===== src/rtl/delay_timer_bank.sv =====
// delay_timer_bank: bank of independent prescaled delay timers, one-shot or auto-reload per channel
module delay_timer_bank #(
  parameter int CHANNELS = 4,
  parameter int CNT_W    = 12,
  parameter int PRESCALE = 50000,
  parameter int PRE_W    = 16
) (
  input  logic                      clk,
  input  logic                      rst_n,
  input  logic [CHANNELS-1:0]       enable,
  input  logic [CHANNELS*CNT_W-1:0] cycles,
  input  logic [CHANNELS-1:0]       periodic,
  output logic [CHANNELS-1:0]       go,
  output logic [CHANNELS-1:0]       done_pulse,
  output logic                      busy
);
  typedef enum logic [1:0] {IDLE, COUNT, DONE} state_t;
  localparam logic [PRE_W-1:0] PRE_MAX = PRE_W'(PRESCALE - 1);
  logic [CHANNELS-1:0] counting;
  for (genvar c = 0; c < CHANNELS; c++) begin : g_ch
    state_t           st, st_n;
    logic [CNT_W-1:0] cnt, cnt_n, cyc;
    logic [PRE_W-1:0] pre, pre_n;
    logic             go_q, go_n, pulse_q, pulse_n, tick;
    assign cyc  = cycles[c*CNT_W +: CNT_W];
    assign tick = pre == PRE_MAX;
    always_comb begin
      st_n    = st;
      cnt_n   = cnt;
      pre_n   = pre;
      go_n    = go_q;
      pulse_n = 1'b0;
      if (!enable[c]) begin
        st_n  = IDLE;
        cnt_n = '0;
        pre_n = '0;
        go_n  = 1'b0;
      end else if (st == IDLE) begin
        st_n  = COUNT;
        cnt_n = cyc;
        pre_n = '0;
        go_n  = 1'b0;
      end else if (st == COUNT) begin
        pre_n = tick ? '0 : pre + 1'b1;
        if (tick && cnt != '0) cnt_n = cnt - 1'b1;
        // expiry: periodic reloads in place, one-shot latches go until enable drops
        if (tick && cnt == '0) begin
          pulse_n = 1'b1;
          cnt_n   = periodic[c] ? cyc : cnt;
          st_n    = periodic[c] ? COUNT : DONE;
          go_n    = !periodic[c];
        end
      end
    end
    always_ff @(posedge clk or negedge rst_n) begin
      if (!rst_n) begin
        st      <= IDLE;
        cnt     <= '0;
        pre     <= '0;
        go_q    <= 1'b0;
        pulse_q <= 1'b0;
      end else begin
        st      <= st_n;
        cnt     <= cnt_n;
        pre     <= pre_n;
        go_q    <= go_n;
        pulse_q <= pulse_n;
      end
    end
    assign go[c]         = go_q;
    assign done_pulse[c] = pulse_q;
    assign counting[c]   = st == COUNT;
  end
  assign busy = |counting;
endmodule


===== config.mk =====
export PLATFORM = sky130hd
export DESIGN_NAME = delay_timer_bank
export DESIGN_NICKNAME = d
export VERILOG_FILES = /design/src/rtl/delay_timer_bank.sv
export SDC_FILE = /design/constraint.sdc
export NUM_CORES = 1
export LEC_CHECK = 0
export BUFFER_PORTS_ARGS = -buffer_cell sky130_fd_sc_hd__buf_2
export CAP_MARGIN = 30
export CORE_UTILIZATION = 45
export DETAILED_ROUTE_END_ITERATION = 8
export GPL_ROUTABILITY_DRIVEN = 0
export PLACE_DENSITY = 0.74
export SYNTH_ARGS = -nofsm -noshare
export SYNTH_HDL_FRONTEND = slang
export SYNTH_SLANG_ARGS = --single-unit

===== constraint.sdc =====
create_clock -name clk -period 5.7 [get_ports clk]
set_input_delay 1.425 -clock clk [delete_from_list [all_inputs] [get_ports clk]]
set_output_delay 1.425 -clock clk [all_outputs]
set_load 0.1 [all_outputs]

; Word level (Yosys, flattened, before mapping)
; Cells that the tools add are included.
[word_totals]
elab_cells = 177
ff_bits = 128
inputBits = 58
[op_classes]
reduce_logical = 33
muxes = 92
addsub = 8
eq_ne = 24
[op_table]
columns = operator, n
row1 = two-way mux 12 bit, 24
row2 = two-way mux 16 bit, 16
row3 = adder 16 x 1 -> 16 bit (second input constant), 4
row4 = equality test 16 bit (second input constant), 4
row5 = zero test 12 bit, 4
row6 = nonzero test 12 bit, 4
row7 = subtractor 12 x 1 -> 12 bit (second input constant), 4
row8 = two-way mux 2 bit, 20
row9 = two-way mux 1 bit, 32
row10 = != test 3 x 1 -> 1 bit (second input constant), 8
row11 = != test 4 x 1 -> 1 bit (second input constant), 4
row12 = != test 4 bit (second input constant), 4
row13 = AND reduction 3 bit, 4
row14 = equality test 2 x 1 -> 1 bit (second input constant), 4
row15 = logical AND 1 bit, 8
row16 = zero test 2 bit, 4
row17 = AND reduction 2 bit, 4
row18 = zero test 1 bit, 4
row19 = OR reduction 4 bit, 1

; Longest topological paths before layout
; Gate-level depths: netlist of the first run.
[depth]
ltp_word = 7
depth_mapped = 9
mapped_depth_nobuf = 7

; Least setup slack after synthesis of the first run
; Ideal clock, no wire load.
[synth_path]
kind = register -> output
from = register g_ch[1].st[0]
to = output busy
arrival_time_ns = 2.173
n_path_buf = 1
slack_ns = 2.102
stages_incl_launch_ff = 4
cell_sequence = dfrtp_1 -> clkbuf_1 -> inv_1 -> o2111ai_1
[synth_between]
elab_chain_cells = 2
[synth_lines]
columns = item, line_no
row1 = from (decl), 21  ; state_t st, st_n;
row2 = from (signal assigned), 63  ; st <= st_n;
row3 = equality test 2 x 1 -> 1 bit, 72  ; assign counting[c] = st == COUNT;
row4 = OR reduction 4 bit, 74  ; assign busy = |counting;
row5 = to (decl), 15  ; output logic busy
; Every way passes these cells.

; Final worst setup path of the first run
[layout_path]
from = register g_ch[2].st[1]
to = output busy
[layout_between]
elab_chain_cells = 2
[layout_lines]
columns = item, line_no
row1 = from (decl), 21
row2 = from (signal assigned), 63
row3 = equality test 2 x 1 -> 1 bit, 72
row4 = OR reduction 4 bit, 74
; Every way passes these cells.

==> run metrics, run 1 <==
Post-synth EDFFs 0; vias in the first global route 6615; dpl hpwl 12.9 mm; drt drc 0; Slew @ Worst Pin 0.937 ns; layout overhead on the synthesized area 14.7%; H-tree depth 4; Synthesis Warnings 0; Avg WL per Cell 15.6 microns; routed vias/inst 5.94; Mapped Cells 885; type of the worst setup path reg -> out; Final Hold Viols 0; WP data arrival 1.97 ns; HP Class reg -> reg; pwr dens 286 mW/mm^2; grt ovf 0; Cell Area, Synth 0.00772 sq mm; Resize count post-CTS 0; clk_lat worst skew 0.42 ns; via count 6961; num ports 67; normalized max-slew margin 37.0%; final wirelength 18.3 mm; mean post-synth cell area 8.73 sq um; hold_buf cts 0; startpoint types register; synth unique cells 68; 1st-pass router iterations 6; Async SR Flop Fraction 100%; clock sink count 124; skew final 0.00996 ns; post-synthesis sequential area ratio 40.2%; leakage 3.74 nW; Routed Antenna Nets 0; pins over their slew limit 0; RSZ-0062 raised after global routing no; Die ar. 0.0177 sq mm; Longest Clk Path Bufs 2; post-synthesis register bit count 124; GR Util All Layers 22.0%; Die Ht 133 microns; clk root buf clkbuf_16; Tmin final 3.40 ns; Die W 133 microns; Initial Util 46.3%; initial antenna violation count 0; status complete, no violations; Port Buf Inserts 66; CTS tree built; commonest cells after routing, fill and taps aside 124 x dfrtp_1, 89 x nand2_1, 80 x nor2_1; Worst EP required 4.28 ns; Setup Buffers After CTS 0; DRT iter0 DRCs 508; # nets final 1009; fin util 53.0%; Clk pin slew, worst setup/hold paths 0.06 ns; pin count of the biggest net entering global routing 68; fin crit share 59.6%; Core ar. 0.0167 sq mm; # setup viols final 0; setup_tns 0 ns; commonest non-fill, non-tap cell in the layout dfrtp_1; peak supply drop 0.183 mV; fraction of layout cells with a size suffix above 1 13.8%; Rows 47; ANT cells 0; first-pass GRT wire length 31.6 mm; FILL cells 1522; CP max FO 13; CTS buffer count 17; Max-Cap Viols 0; Max Clock Freq 294 MHz; Mapped Nets 955; dominant synthesized flop cell dfrtp_1; CP endpoint kind primary output
-- synthesized netlist by cell type, types with 3 or more instances --
cell type  instances  area share, %
or4_1             17            1.7
nor2b_1            9           0.73
o211ai_1           7           0.68
nor3_1            38            2.5
nand2b_1           3           0.24
nand4_1           19            1.5
or4_4              3           0.44
xnor2_1           13            1.5
buf_2              5           0.32
o21ai_0           53            3.4
a22o_1             3           0.34
a31oi_1           10           0.81
nand3b_1           5           0.49
or2_2              4           0.32
dfrtp_1          124             40
or4bb_1            3           0.44
nor2_1            80            3.9
or3_1             11           0.89
or4b_2             3           0.39
ha_1              12            1.9
xor2_1            23            2.6
a2111oi_0          6           0.68
o21ai_1            5           0.32
and3_1            13            1.1
and2_1            11           0.89
o211a_1            3           0.39
nand2_1           89            4.3
mux2i_1           39            5.1
o41ai_1            5           0.57
a21oi_1           36            2.3
nor3b_1            8           0.78
inv_1             31            1.5
a21o_1             5           0.49
nor4_1            28            2.3
nor4_2             3           0.49
clkbuf_1          24            1.2
a211oi_1           7           0.68
o22ai_1           31            2.5
o31ai_1            4           0.39
a211o_1            3           0.34
buf_4              9           0.87
nand3_1           45            2.9
-- critical path, cell delays in order, from the launching register on --
cell,delay [ns]
dfrtp_1,0.51
inv_1,0.24
nand2_1,0.15
o2111ai_1,0.17
buf_2,0.48
-- through the flow --
step,std cells,total power [mW],worst slack (ns),instance area [sq um],hold slack [ns]
after floorplan,885,1.23,2.10,7720,0.474
final,1172,2.54,2.30,8860,0.515
after detailed placement,1140,1.35,2.67,8200,0.509
after global placement,1139,1.34,2.60,8190,0.499
after CTS,1172,2.55,2.29,8860,0.511
after global routing,1172,2.64,2.22,8860,0.544
-- worst paths after layout --
path                                  from         endpoint  slack, ns  cells past startpoint
max in group asynchronous            rst_n    g_ch[2].st[0]       3.64                      2
max                          g_ch[2].st[1]             busy       2.30                      4
min in group asynchronous            rst_n   g_ch[0].cnt[6]       1.13                      1
max reg2reg                 g_ch[3].pre[4]   g_ch[3].cnt[2]       2.89                      5
min                        g_ch[0].pre[14]  g_ch[0].pre[14]       0.52                      1
min reg2reg                g_ch[0].pre[14]  g_ch[0].pre[14]       0.52                      1
-- registers in the layout, indices dropped and copies added, names as in the netlist --
name / cells
g_ch.pulse_q: 4
g_ch.st: 8
g_ch.pre: 64
g_ch.cnt: 48
-- cell type report --
cell class              count  area [sq um]  share of cell area, %
repair buffers             74           393                   4.44
clock inverters             5           125                   1.41
well taps                 220           275                   3.11
flip-flops and latches    124          3100                   35.0
clock buffers              27           533                   6.02
multi-input cells         691          4310                   48.7
inverters                  31           116                   1.31
-- kinds of logic after synthesis --
logic type,count (synthesis),synth area share [%]
compound gates,196,16.2
xor+xnor,36,4.08
fa+ha+maj,12,1.94
buf+inv,70,4.02
flops,124,40.2
mux,41,5.34
simple gates,406,28.2
-- metal layers --
metal | track usage [%] | part of all wire (%) | vias up
li1 | - | - | 3401
met4 | 8.94 | 1.9 | 0
met3 | 4.14 | 5.0 | 24
met2 | 35.3 | 48 | 199
met5 | 0 | 0 | -
met1 | 29.1 | 45 | 3337
-- power breakdown --
part           switching, mW  total, mW  internal (mW)
clock network          0.383       1.20          0.813
registers             0.0447      0.961          0.916
logic                  0.228      0.379          0.151
total                  0.655       2.54           1.88
(Power assumes the default switching activity.)
==> run 2, diff against run 1 <==
Clock period 5.7 ns to 3.2 ns, I/O delays scaled along.
==> run metrics, run 2 (synthesis results as in run 1) <==
Slowest cell on crit path dfrtp_1; WP data arrival 1.96 ns; RSZ-0062 raised after global routing no; hold_buf cts 0; leakage 3.73 nW; Rows 47; type of the worst setup path reg -> out; R2R Setup Slk 0.57 ns; Slew @ Worst Pin 0.775 ns; CTS tree built; fraction of layout cells with a size suffix above 1 14.7%; FILL cells 1541; grt ovf 0; status complete, no violations; Setup Buffers After CTS 0; layout overhead on the synthesized area 14.4%; commonest cells after routing, fill and taps aside 124 x dfrtp_1, 89 x nand2_1, 80 x nor2_1; Worst EP required 2.40 ns; clk root buf clkbuf_16; Avg WL per Cell 15.8 microns; final wirelength 18.6 mm; Routed Antenna Nets 0; cell area after layout 0.00884 sq mm; pins over their slew limit 0; multi-input logic area 0.00431 sq mm; pin count of the biggest net entering global routing 44; Switching Share 28.5%; combinational fraction of design power 16.5%; 1st-pass router iterations 5; drt drc 0; Clk pwr share 42.9%; skew final 0.00698 ns; P_sw 1.20 mW; setup_tns 0 ns; initial antenna violation count 0; pwr dens 478 mW/mm^2; leading registers by flop count g_ch.pre x64, g_ch.cnt x48, g_ch.st x8; max reg flops 64; Tmin final 2.76 ns; clk_lat worst skew 0.42 ns; via count 7057; GR Util All Layers 22.2%; Die Ht 133 microns; # setup viols final 0; Top reg by flops g_ch.pre; Int Power 3.02 mW; CTS buffer count 17; Seq pwr share 40.6%; cell depth of the worst flop-to-flop path 5; commonest non-fill, non-tap cell in the layout dfrtp_1; Final Hold Viols 0; num ports 67; pre-CTS setup slack 0.623 ns; CP max FO 13; Die ar. 0.0177 sq mm; Port Buf Inserts 66; sequence of cells on the critical path inv_1 > nand2_1 > o2111ai_1 > buf_2; PnR worst setup slack 0.441 ns; FF/Latch Area 0.00310 sq mm; startpoint types register; clock sink count 124; number of cells on the critical path 4; Longest Clk Path Bufs 2; Resize count post-CTS 0; Initial Util 46.3%; fin crit share 86.2%; HP Class in -> async; ANT cells 0; Core ar. 0.0167 sq mm; final hold slack 0.374 ns; # nets final 1019; Max-Cap Viols 0; Cell Area, Placed 0.00829 sq mm; CP bufs+invs 2; H-tree depth 4; first-pass GRT wire length 32.1 mm; normalized max-slew margin 47.6%; peak supply drop 0.321 mV; DRT iter0 DRCs 566; Die W 133 microns; Clk pin slew, worst setup/hold paths 0.06 ns; Max Clock Freq 362 MHz; routed vias/inst 5.98; vias in the first global route 6734; CP endpoint kind primary output; Top delay family on crit path buffers and inverters; dpl hpwl 13.2 mm; CP max stage delay 0.51 ns
run 2: changes by cell type in the layout (fill, tap and decap cells not counted):
cell        delta
clkinv_4       +1
buf_12         +1
clkbuf_8       -5
buf_4          +9
clkinv_2       +2
bufinv_16      -3
inv_6          +1
clkinvlp_4     +4
clkbuf_1       -1
run 2: cell type report:
type                            instances  area share (%)
Inverter                               31            1.32
Multi-Input combinational cell        691            48.8
Clock buffer                           21            5.21
Clock inverter                         10            1.05
Timing Repair Buffer                   84            5.44
Tap cell                              220            3.11
Sequential cell                       124            35.1
run 2: power groups by stage:
stage	sequential [mW]	clock, mW	combinational [mW]
2_1_floorplan	1.71	0	0.490
3_3_place_gp	1.73	0	0.683
3_5_place_dp	1.74	0	0.690
4_1_cts	1.71	1.84	0.694
5_1_grt	1.72	1.91	0.783
6_report	1.71	1.81	0.698
run 2: final timing paths:
check | from | endpoint
worst max-delay path | g_ch[2].st[1] | busy
worst min-delay path | rst_n | g_ch[0].cnt[1]
worst max register to register | g_ch[3].pre[4] | g_ch[3].cnt[6]
worst min register to register | g_ch[1].pre[13] | g_ch[1].pre[13]
max in group asynchronous | rst_n | g_ch[3].pre[11]
min in group clk | g_ch[1].pre[13] | g_ch[1].pre[13]
run 2: per-layer routing:
layer | part of all wire (%) | track usage, % | wire length [microns]
met1 | 47 | 29.7 | 8730
met2 | 46 | 35.7 | 8650
met3 | 5.2 | 4.18 | 969
met5 | 0 | 0 | 0
met4 | 1.5 | 7.92 | 277
run 2: stage by stage:
stage / instances / util [%] / total power [mW]
floorplan: 885 / - / 2.20
global placement: 1149 / 49.6 / 2.42
detailed placement: 1150 / 49.6 / 2.43
CTS: 1181 / 52.9 / 4.25
global route: 1181 / 52.9 / 4.42
finish: 1181 / 52.9 / 4.22
